$ cat src/rtl/irrigacao_multizona_if.sv
// Signal bundle between the multi-zone irrigation controller and its environment.
// Clock and reset stay outside the bundle as plain ports.
interface irrigacao_multizona_if #(
    parameter int unsigned NUM_ZONES = 4
);
    localparam int unsigned ZW = (NUM_ZONES > 1) ? $clog2(NUM_ZONES) : 1;

    logic [NUM_ZONES-1:0] UmidadeSolo;
    logic [NUM_ZONES-1:0] UmidadeAr;
    logic [NUM_ZONES-1:0] Temperatura;
    logic                 High;
    logic                 Medium;
    logic                 Low;
    logic                 ModoDisplay;
    logic                 ChaveSeletora;
    logic [NUM_ZONES-1:0] Gotejamento;
    logic [NUM_ZONES-1:0] Aspersao;
    logic                 Erro;
    logic                 Alarme;
    logic                 ValvulaEntrada;
    logic [ZW-1:0]        ZonaAtiva;
    logic [6:0]           Segmentos;
    logic                 FaseDisplay;

    // Environment side: drives sensors and display controls.
    modport master (
        output UmidadeSolo, UmidadeAr, Temperatura, High, Medium, Low,
        output ModoDisplay, ChaveSeletora,
        input  Gotejamento, Aspersao, Erro, Alarme, ValvulaEntrada,
        input  ZonaAtiva, Segmentos, FaseDisplay
    );

    // Controller side.
    modport slave (
        input  UmidadeSolo, UmidadeAr, Temperatura, High, Medium, Low,
        input  ModoDisplay, ChaveSeletora,
        output Gotejamento, Aspersao, Erro, Alarme, ValvulaEntrada,
        output ZonaAtiva, Segmentos, FaseDisplay
    );
endinterface

$ cat src/rtl/irrigacao_multizona.sv
// Multi-zone irrigation controller: synchronised and debounced tank sensors,
// one irrigation FSM per zone with a round-robin single-active-zone arbiter,
// and a time-multiplexed 7-segment display.
module irrigacao_multizona #(
    parameter int unsigned NUM_ZONES       = 4,
    parameter int unsigned DEBOUNCE_CYCLES = 8,
    parameter int unsigned MAX_RUN         = 200,
    parameter int unsigned PAUSE_CYCLES    = 50,
    parameter int unsigned DISPLAY_DIV     = 1000
) (
    input logic                   Clock,
    input logic                   Reset_n,
    irrigacao_multizona_if.slave  bus
);
    localparam int unsigned ZW   = (NUM_ZONES > 1) ? $clog2(NUM_ZONES) : 1;
    localparam int unsigned DW   = $clog2(DEBOUNCE_CYCLES + 1);
    localparam int unsigned TMAX = (MAX_RUN > PAUSE_CYCLES) ? MAX_RUN : PAUSE_CYCLES;
    localparam int unsigned TW   = $clog2(TMAX + 1);
    localparam int unsigned VW   = $clog2(DISPLAY_DIV + 1);

    typedef enum logic [1:0] {Idle, Gotejar, Aspersar, Pausa} zoneState_t;

    logic [NUM_ZONES-1:0] soloMeta, soloSync, arMeta, arSync, tempMeta, tempSync;
    logic [2:0]           nivelMeta, nivelSync, nivelFilt;  // {High, Medium, Low}
    logic [DW-1:0]        debCnt [3];
    logic                 erro, alarme, valvula;
    logic                 hf, mf, lf, erroNow, alarmNow;
    logic [NUM_ZONES-1:0] dripReq, sprReq, grant, gotReg, aspReg;
    logic [ZW-1:0]        ptr, grantIdx, idx;
    zoneState_t           state [NUM_ZONES];
    logic [TW-1:0]        timer [NUM_ZONES];
    logic [VW-1:0]        divCnt;
    logic                 autoPhase, fase;
    logic [6:0]           tankCode, irrCode, seg;

    // Two-flop synchronisers for every asynchronous input.
    always_ff @(posedge Clock or negedge Reset_n) begin
        if (!Reset_n) begin
            soloMeta  <= '0; soloSync  <= '0;
            arMeta    <= '0; arSync    <= '0;
            tempMeta  <= '0; tempSync  <= '0;
            nivelMeta <= '0; nivelSync <= '0;
        end else begin
            soloMeta  <= bus.UmidadeSolo;  soloSync  <= soloMeta;
            arMeta    <= bus.UmidadeAr;    arSync    <= arMeta;
            tempMeta  <= bus.Temperatura;  tempSync  <= tempMeta;
            nivelMeta <= {bus.High, bus.Medium, bus.Low};
            nivelSync <= nivelMeta;
        end
    end

    // Per-sensor debounce: accept a change only after it persists long enough.
    always_ff @(posedge Clock or negedge Reset_n) begin
        if (!Reset_n) begin
            nivelFilt <= '0;
            for (int k = 0; k < 3; k++) debCnt[k] <= '0;
        end else begin
            for (int k = 0; k < 3; k++) begin
                if (nivelSync[k] != nivelFilt[k]) begin
                    if (debCnt[k] == DW'(DEBOUNCE_CYCLES - 1)) begin
                        nivelFilt[k] <= nivelSync[k];
                        debCnt[k]    <= '0;
                    end else begin
                        debCnt[k] <= debCnt[k] + 1'b1;
                    end
                end else begin
                    debCnt[k] <= '0;
                end
            end
        end
    end

    assign hf       = nivelFilt[2];
    assign mf       = nivelFilt[1];
    assign lf       = nivelFilt[0];
    assign erroNow  = (hf & ~mf) | (mf & ~lf);
    assign alarmNow = ~lf | erroNow;

    // Tank flags, one cycle behind the filtered levels.
    always_ff @(posedge Clock or negedge Reset_n) begin
        if (!Reset_n) begin
            erro    <= 1'b0;
            alarme  <= 1'b0;
            valvula <= 1'b0;
        end else begin
            erro    <= erroNow;
            alarme  <= alarmNow;
            valvula <= ~erroNow & ~hf;
        end
    end

    // Zone demand; the two terms are mutually exclusive.
    assign dripReq = ~soloSync & arSync & ({NUM_ZONES{~mf}} | tempSync);
    assign sprReq  = ~soloSync & (~arSync | ({NUM_ZONES{mf}} & ~tempSync));

    // Round-robin arbiter. The filtered-level term keeps it shut right after
    // reset, before the registered Alarme has caught up with empty levels.
    always_comb begin
        grant    = '0;
        grantIdx = ptr;
        idx      = '0;
        if (((gotReg | aspReg) == '0) && !alarme && !alarmNow) begin
            for (int k = 1; k <= int'(NUM_ZONES); k++) begin
                idx = ZW'((int'(ptr) + k) % int'(NUM_ZONES));
                if ((grant == '0) && (state[idx] == Idle) && (dripReq[idx] | sprReq[idx])) begin
                    grant[idx] = 1'b1;
                    grantIdx   = idx;
                end
            end
        end
    end

    // Pointer doubles as the last-granted zone index.
    always_ff @(posedge Clock or negedge Reset_n) begin
        if (!Reset_n) begin
            ptr <= '0;
        end else if (grant != '0) begin
            ptr <= grantIdx;
        end
    end

    // Per-zone FSMs with registered valve outputs; Alarme aborts without pausing.
    always_ff @(posedge Clock or negedge Reset_n) begin
        if (!Reset_n) begin
            for (int i = 0; i < int'(NUM_ZONES); i++) begin
                state[i] <= Idle;
                timer[i] <= '0;
            end
            gotReg <= '0;
            aspReg <= '0;
        end else begin
            for (int i = 0; i < int'(NUM_ZONES); i++) begin
                case (state[i])
                    Idle: begin
                        timer[i] <= '0;
                        if (grant[i] && dripReq[i]) begin
                            state[i]  <= Gotejar;
                            gotReg[i] <= 1'b1;
                        end else if (grant[i] && sprReq[i]) begin
                            state[i]  <= Aspersar;
                            aspReg[i] <= 1'b1;
                        end
                    end
                    Gotejar, Aspersar: begin
                        // A mode flip drops the latched request, so it ends the run.
                        if (alarme || ((state[i] == Gotejar) ? !dripReq[i] : !sprReq[i])) begin
                            state[i]  <= Idle;
                            timer[i]  <= '0;
                            gotReg[i] <= 1'b0;
                            aspReg[i] <= 1'b0;
                        end else if (timer[i] == TW'(MAX_RUN - 1)) begin
                            state[i]  <= Pausa;
                            timer[i]  <= '0;
                            gotReg[i] <= 1'b0;
                            aspReg[i] <= 1'b0;
                        end else begin
                            timer[i] <= timer[i] + 1'b1;
                        end
                    end
                    Pausa: begin
                        if (timer[i] == TW'(PAUSE_CYCLES - 1)) begin
                            state[i] <= Idle;
                            timer[i] <= '0;
                        end else begin
                            timer[i] <= timer[i] + 1'b1;
                        end
                    end
                    default: state[i] <= Idle;
                endcase
            end
        end
    end

    // Display phase divider; keeps running in manual mode.
    always_ff @(posedge Clock or negedge Reset_n) begin
        if (!Reset_n) begin
            divCnt    <= '0;
            autoPhase <= 1'b0;
        end else if (divCnt == VW'(DISPLAY_DIV - 1)) begin
            divCnt    <= '0;
            autoPhase <= ~autoPhase;
        end else begin
            divCnt <= divCnt + 1'b1;
        end
    end

    assign fase = bus.ModoDisplay ? bus.ChaveSeletora : autoPhase;

    // Segment codes for both display sources.
    always_comb begin
        tankCode = 7'h3F;
        if (erroNow) begin
            tankCode = 7'h79;
        end else begin
            case ({hf, mf, lf})
                3'b111:  tankCode = 7'h4F;
                3'b011:  tankCode = 7'h5B;
                3'b001:  tankCode = 7'h06;
                default: tankCode = 7'h3F;
            endcase
        end
        if (gotReg != '0)      irrCode = 7'h3D;
        else if (aspReg != '0) irrCode = 7'h77;
        else                   irrCode = 7'h40;
    end

    // Registered segment drive.
    always_ff @(posedge Clock or negedge Reset_n) begin
        if (!Reset_n) seg <= 7'h00;
        else          seg <= fase ? irrCode : tankCode;
    end

    assign bus.Gotejamento    = gotReg;
    assign bus.Aspersao       = aspReg;
    assign bus.Erro           = erro;
    assign bus.Alarme         = alarme;
    assign bus.ValvulaEntrada = valvula;
    assign bus.ZonaAtiva      = ptr;
    assign bus.Segmentos      = seg;
    assign bus.FaseDisplay    = fase;
endmodule

$ cat src/flat_wrapper.sv
// flat-port wrapper written by rule: the top's interface ports become plain ports
module irrigacao_multizona_flat 
#(
    parameter int unsigned NUM_ZONES       = 4,
    parameter int unsigned DEBOUNCE_CYCLES = 8,
    parameter int unsigned MAX_RUN         = 200,
    parameter int unsigned PAUSE_CYCLES    = 50,
    parameter int unsigned DISPLAY_DIV     = 1000
)
  (Clock, Reset_n, bus_UmidadeSolo, bus_UmidadeAr, bus_Temperatura, bus_High, bus_Medium, bus_Low, bus_ModoDisplay, bus_ChaveSeletora, bus_Gotejamento, bus_Aspersao, bus_Erro, bus_Alarme, bus_ValvulaEntrada, bus_ZonaAtiva, bus_Segmentos, bus_FaseDisplay);
  irrigacao_multizona_if #(.NUM_ZONES(NUM_ZONES)) bus_i ();
  input logic Clock;
  input logic Reset_n;
  input wire logic [$bits(bus_i.UmidadeSolo)-1:0] bus_UmidadeSolo;
  input wire logic [$bits(bus_i.UmidadeAr)-1:0] bus_UmidadeAr;
  input wire logic [$bits(bus_i.Temperatura)-1:0] bus_Temperatura;
  input wire logic [$bits(bus_i.High)-1:0] bus_High;
  input wire logic [$bits(bus_i.Medium)-1:0] bus_Medium;
  input wire logic [$bits(bus_i.Low)-1:0] bus_Low;
  input wire logic [$bits(bus_i.ModoDisplay)-1:0] bus_ModoDisplay;
  input wire logic [$bits(bus_i.ChaveSeletora)-1:0] bus_ChaveSeletora;
  output wire logic [$bits(bus_i.Gotejamento)-1:0] bus_Gotejamento;
  output wire logic [$bits(bus_i.Aspersao)-1:0] bus_Aspersao;
  output wire logic [$bits(bus_i.Erro)-1:0] bus_Erro;
  output wire logic [$bits(bus_i.Alarme)-1:0] bus_Alarme;
  output wire logic [$bits(bus_i.ValvulaEntrada)-1:0] bus_ValvulaEntrada;
  output wire logic [$bits(bus_i.ZonaAtiva)-1:0] bus_ZonaAtiva;
  output wire logic [$bits(bus_i.Segmentos)-1:0] bus_Segmentos;
  output wire logic [$bits(bus_i.FaseDisplay)-1:0] bus_FaseDisplay;
  assign bus_i.UmidadeSolo = bus_UmidadeSolo;
  assign bus_i.UmidadeAr = bus_UmidadeAr;
  assign bus_i.Temperatura = bus_Temperatura;
  assign bus_i.High = bus_High;
  assign bus_i.Medium = bus_Medium;
  assign bus_i.Low = bus_Low;
  assign bus_i.ModoDisplay = bus_ModoDisplay;
  assign bus_i.ChaveSeletora = bus_ChaveSeletora;
  assign bus_Gotejamento = bus_i.Gotejamento;
  assign bus_Aspersao = bus_i.Aspersao;
  assign bus_Erro = bus_i.Erro;
  assign bus_Alarme = bus_i.Alarme;
  assign bus_ValvulaEntrada = bus_i.ValvulaEntrada;
  assign bus_ZonaAtiva = bus_i.ZonaAtiva;
  assign bus_Segmentos = bus_i.Segmentos;
  assign bus_FaseDisplay = bus_i.FaseDisplay;
  irrigacao_multizona #(.NUM_ZONES(NUM_ZONES), .DEBOUNCE_CYCLES(DEBOUNCE_CYCLES), .MAX_RUN(MAX_RUN), .PAUSE_CYCLES(PAUSE_CYCLES), .DISPLAY_DIV(DISPLAY_DIV)) u_core (.Clock(Clock), .Reset_n(Reset_n), .bus(bus_i));
endmodule
$ cat config.mk
export PLATFORM = sky130hd
export DESIGN_NAME = irrigacao_multizona_flat
export DESIGN_NICKNAME = d
export VERILOG_FILES = /design/src/rtl/irrigacao_multizona_if.sv /design/src/rtl/irrigacao_multizona.sv /design/src/flat_wrapper.sv
export SDC_FILE = /design/constraint.sdc
export NUM_CORES = 1
export LEC_CHECK = 0
export ABC_AREA = 1
export CAP_MARGIN = 30
export CORE_MARGIN = 1
export CORE_UTILIZATION = 40
export DETAILED_ROUTE_END_ITERATION = 8
export PLACE_DENSITY_LB_ADDON = 0.15
export SLEW_MARGIN = 5
export SYNTH_ARGS = -nofsm -noshare
export SYNTH_HDL_FRONTEND = slang
export SYNTH_SLANG_ARGS = --single-unit
$ cat constraint.sdc
create_clock -name Clock -period 2.9 [get_ports Clock]
set_input_delay 0.435 -clock Clock [delete_from_list [all_inputs] [get_ports Clock]]
set_output_delay 0.435 -clock Clock [all_outputs]
set_load 0.02 [all_outputs]
Word-level counts from Yosys, hierarchy flattened
Cells that the tools add are included.
- logic and storage cells: 354
- input bits: 19
- output and inout port bits: 21
- register bits after elaboration: 116
- bitwise operators: 31
- reduce and logical (&&, ||, !) cells: 75
- multiplexer cells: 133
- equality and inequality tests: 54
- order comparisons: 12
- add/sub/neg operators: 12
- operators with widths (kind ; number):
    $mux W8 ; 12
    $pmux W8 S3 ; 4
    $mux W2 ; 32
    $mux W4 ; 14
    $mux W1 ; 37
    $add A8 B1 Y8 const B ; 4
    $eq A8 B6 Y1 const B ; 4
    $eq A8 B8 Y1 const B ; 4
    $reduce_and A3 Y1 ; 9
    $ne A2 B1 Y1 const B ; 12
    $ne A3 B1 Y1 const B ; 8
    $or A4 B4 Y4 ; 6
    $pmux W2 S3 ; 4
    $logic_and A1 B1 Y1 ; 21
    $mux W7 ; 3
    $pmux W7 S3 ; 1
    $and A4 B4 Y4 ; 4
    $bmux W1 S2 ; 8
    $bmux W2 S2 ; 4
    $eq A2 B2 Y1 const B ; 8
    $logic_not A2 Y1 ; 8
    $logic_not A4 Y1 ; 4
    $pmux W1 S2 ; 8
    $reduce_and A4 Y1 ; 4
    other kinds (29) ; 94

Depth between registers and ports, before layout
- word-level depth: 29
- gate-level depth with buffers: 22
- gate-level depth less buffers: 21

Worst setup path before layout
Ideal clock, no wire load.
- kind: register to register
- from: register u_core.ptr[1], in the netlist u_core.bus.ZonaAtiva[1]
- to: register u_core.state[6] in the netlist's numbering
- cell stages (with the launch flop): 21
- clock period less this slack: 2790 ps
- path buffers: 0
- data required time: 2783 ps
- slack: 110 ps
- arrival: 2673 ps
- library setup time: 117 ps
- cell sequence: dfrtp_1 -> inv_1 -> ha_1 -> inv_1 -> nand3_4 -> nand3_1 -> nand2_1 -> nor2_4 -> nand3_1 -> nand2_2 -> nor2_2 -> nand3_1 -> nand3_2 -> nor2_4 -> nand3_1 -> nand2_2 -> nand3_2 -> nand3_2 -> nand2_1 -> nand2_1 -> nand2_1
- longest elaborated chain between the ends: 27
- elaborated cells between the ends (all ways): 91
- classes of those cells: add/sub (4); order compare (8); eq/ne (1); mux (46); bitwise (11); reduce/logical (21)
- RTL lines (element ; RTL line ; source):
    start, declared ; irrigacao_multizona.sv:29 ; logic [ZW-1:0] ptr, grantIdx, idx;
    start signal, assigned ; irrigacao_multizona.sv:118 ; ptr <= grantIdx;
    parallel branches: the longest is 22 deep, another holds $lt A2 B3 Y1 ; -- ;
    $mux W4 * ; irrigacao_multizona.sv:105 ; if ((grant == '0) && (state[idx] == Idle) && (dripReq[idx] | sprReq[idx])) begin
    $mux W4 * ; irrigacao_multizona.sv:102 ; if (((gotReg | aspReg) == '0) && !alarme && !alarmNow) begin
    $logic_and A1 B1 Y1 (on tied branches) ; irrigacao_multizona.sv:139, irrigacao_multizona.sv:136 ;
    $ne A3 B1 Y1 (no line) or $mux W2 (tied branches) ; -- ;
    $reduce_and A3 Y1 (no line) or $pmux W2 S3 (tied branches) ; -- ;
    end signal, assigned by index ; irrigacao_multizona.sv:137 ; state[i] <= Gotejar;
    end signal, assigned by index ; irrigacao_multizona.sv:140 ; state[i] <= Aspersar;
    end signal, assigned by index ; irrigacao_multizona.sv:147 ; state[i] <= Idle;
    end, declared ; irrigacao_multizona.sv:30 ; zoneState_t state [NUM_ZONES];
Every way passes the cells marked *. The select of a mux whose other input is x is not followed.
A chain may end at the register's enable or synchronous reset.

Worst setup path in the final report
- from: register u_core.ptr[0], in the netlist u_core.bus.ZonaAtiva[0]
- to: register u_core.ptr[0], in the netlist u_core.bus.ZonaAtiva[0]
- longest elaborated chain between the ends: 26
- elaborated cells between the ends (all ways): 92
- classes of those cells: add/sub (4); order compare (8); mux (48); bitwise (11); reduce/logical (21)
- RTL lines (element):
    parallel branches: the longest is 26 deep, another holds $lt A2 B3 Y1
Several ways; the timed one is not identified. The select of a mux whose other input is x is not followed.

==> metrics <==
status complete, no violations; Comb pwr share 28.9%; final core utilization 50.0%; reg2reg path depth 19; fraction of layout cells with a size suffix above 1 13.1%; clock share of power 35.2%; CP max stage cell dfrtp_1; Synth Register Bits 116; cell count along the critical path 19; largest net degree at the start of global routing 70; CP endpoint kind flop; CP most frequent cell nand2_2; TritonCTS Buffers 17; CP Class reg -> reg; Min-Delay Path Class reg -> reg; synthesized net count 730; P&R area growth vs syn 22.5%; clock skew 0.00488 ns; Core ar. 14500 sq um; wire length per cell 13.2 um; hpwl dp 9150 um; Slowest Stage Delay on Critical Path 0.42 ns; sw frac 34.7%; reg-to-reg slack, setup 0.24 ns; initial antenna violation count 0; Synth Instances 677; CP top delay family simple AND/OR/NAND/NOR gates; top cell type by total area after synthesis dfrtp_1; Hold Fails Final Rpt 0; unrepaired setup endpoints after global routing no; CTS H-tree lvls 4; DIE WIDTH 124 um; Post-synth top cells nand2_1 (142), dfrtp_1 (116), nor2_1 (85); WHS 0.349 ns; Max-cap violations 0; P_sw 2010 uW; Synth Warn # 0; Overall Power 5800 uW; sequential-to-total area share from yosys stat 49.1%; ys async rst share 100%; port bufs 39; GRT Residual Overflow 0; first-pass GRT wire length 21100 um; Nets 797; Final TNS setup 0 ns; clock sink total 116; ranking of synthesized cells by area dfrtp_1 (49%), nand2_1 (9.0%), ha_1 (7.2%); FF/Latch Area 2900 sq um; worst skew pair latency 0.41 ns; DIE AREA 15300 sq um; most frequent cell after synthesis nand2_1; # fillers 1364; reg-to-reg startpoint u_core.bus.ZonaAtiva[0]; Synth cell types 37; crit path buf inv count 1; Startpoint Class flop; Final Critical Period 2.66 ns; First-pass DRT Iterations 5; num rows 44; DRT iter0 DRCs 271; Max Slew Vio Count 0; # setup viols final 0; Antenna Cells 0; Required @ worst endpoint 3.21 ns; die span in y 124 um; Initial Util 40.8%; Longest Clk Path Bufs 2; Top FF cell, synth dfrtp_1; via count 4584; Post-synth EDFFs 0; CP arrival 2.97 ns; Synth top area share 49.1%; drt drc 0; CTS tree built; max_slew headroom 49.2%; vias in the first global route 4534; Post-Syn Area 5910 sq um; Setup crit start u_core.bus.ZonaAtiva[0]; Cell Pwr Density 801 nW/um^2; Seq pwr share 35.9%; Int Power 3790 uW; gr usage total 18.2%; final WL 12400 um; fin crit share 91.8%; Least-Margin Pin Slew 0.755 ns; end of the critical path u_core.bus.ZonaAtiva[0]; crit path max fanout 20; area occupied by multi-input gates 2720 sq um; Clk Tree Root Cell clkbuf_16; vias per cell 4.87; Post-DRT Antenna Nets 0; I/O pin cnt 40; Reg clk slew, reported paths 0.06 ns; average cell area after synthesis 8.73 sq um; Peak VDD IR 0.000469 V; critical-path cell list buf_8 > nor2_1 > nand2_2 > nand3_4 > nand3_2 > nand2_1 > nor2_4 > nand3_1 > nand2_2 > nor2_2 > nand4_1 > nand2_1 > nor2_4 > nand3_1 > nand2_2 > o21ai_1 > nand2_2 > nand3_1 > nand2_1; R2R Path End u_core.bus.ZonaAtiva[0]; GP Congestion 0.902; Static Leak 0.00345 uW; Max Fclk 376 MHz
==> worst min path at each step <==
stage | start | to | slack [ns] | depth (start not counted)
finish | u_core.nivelMeta[2] | u_core.nivelSync[2] | 0.35 | 0
detailed placement | u_core.nivelMeta[0] | u_core.nivelSync[0] | 0.34 | 0
floorplan | Reset_n | u_core.arMeta[0] | 0.14 | 0
CTS | u_core.nivelMeta[1] | u_core.nivelSync[1] | 0.35 | 0
global placement | u_core.nivelMeta[2] | u_core.nivelSync[2] | 0.33 | 0
global route | u_core.tempMeta[3] | u_core.tempSync[3] | 0.35 | 0
==> power groups by stage <==
stage	combinational (uW)	sequential, uW	clock [uW]
after CTS	1660	2090	2100
after global routing	1900	2120	2160
after floorplan	1030	2150	0
final	1680	2080	2040
after global placement	1620	2100	0
after detailed placement	1650	2110	0
==> per-layer routing <==
metal  wire (um)  vias to the layer above  track usage (%)
met1        6000                     2157             23.6
met3         516                       18             4.76
met4         195                        0             7.76
met2        5710                       85             28.8
met5           0                        -                0
li1            -                     2324                -
==> what timing repair did <==
| item | 4_1_cts | 5_1_grt |
|---|---|---|
| endpoints found under the hold margin | 20 | 0 |
| buffers inserted | 0 | 1 |
| resized for setup | 0 | 16 |
| hold buffers | 1 | 0 |
| setup endpoints to repair | 0 | 18 |
==> cells by family after synthesis <==
logic type,Yosys count,share of synthesized area (%)
AND/OR/NAND/NOR,351,27.8
flip-flops,116,49.1
buffers and inverters,88,5.88
AO/OA/AOI/OAI,66,6.73
adder cells (fa/ha/maj),34,7.19
XOR/XNOR,21,3.11
multiplexers,1,0.190
==> layout by cell type, fill, tap and decap left out, types with 4 or more instances in the layout <==
master / instances
clkinv_2: 4
xor2_1: 13
o21ai_1: 11
nor2_1: 85
nor3_1: 14
o21ai_0: 14
o41ai_1: 5
a211oi_1: 8
clkbuf_16: 17
or2_2: 8
inv_1: 82
nand4_1: 7
nand2_2: 16
nor2_4: 6
nand2_1: 138
ha_1: 33
buf_4: 9
dfrtp_1: 116
clkdlybuf4s50_1: 38
a21oi_1: 18
xnor2_1: 8
nand3_2: 14
nand3_1: 45
nor4_1: 4
==> state kept, by name (all words and copies together), names as in the netlist, 4 cells and up <==
signal,flops
u_core.bus.Gotejamento,4
u_core.arSync,4
u_core.divCnt,10
u_core.tempSync,4
u_core.tempMeta,4
u_core.soloSync,4
u_core.debCnt,12
u_core.timer,32
u_core.bus.Segmentos,7
u_core.bus.Aspersao,4
u_core.soloMeta,4
u_core.state,8
u_core.arMeta,4
==> worst reg2reg max path: stages, from the launching register on <==
cell     delay, ns
dfrtp_1       0.42
buf_8         0.18
nor2_1        0.12
nand2_2       0.10
nand3_4       0.12
nand3_2       0.10
nand2_1       0.13
nor2_4        0.07
nand3_1       0.09
nand2_2       0.07
nor2_2        0.20
nand4_1       0.13
nand2_1       0.15
nor2_4        0.06
nand3_1       0.09
nand2_2       0.10
o21ai_1       0.20
nand2_2       0.10
nand3_1       0.08
nand2_1       0.06
==> metrics by stage <==
stage / setup slack, ns / cell area (sq um) / instances
after floorplan: 0.110 / 5910 / 677
after CTS: 0.0788 / 7170 / 940
after global placement: 0.264 / 6590 / 907
after global routing: 0.0151 / 7240 / 941
final: 0.239 / 7240 / 941
after detailed placement: 0.102 / 6590 / 907
==> cell type report <==
class                      count  share of cell area [%]
sequential                   116                    40.1
multi-input combinational    473                    37.5
timing repair buffer          50                    6.80
clock buffer                  20                    6.17
inverter                      86                    4.49
tap                          184                    3.18
clock inverter                12                    1.78
No activity file was read; power rests on OpenSTA's default activity.
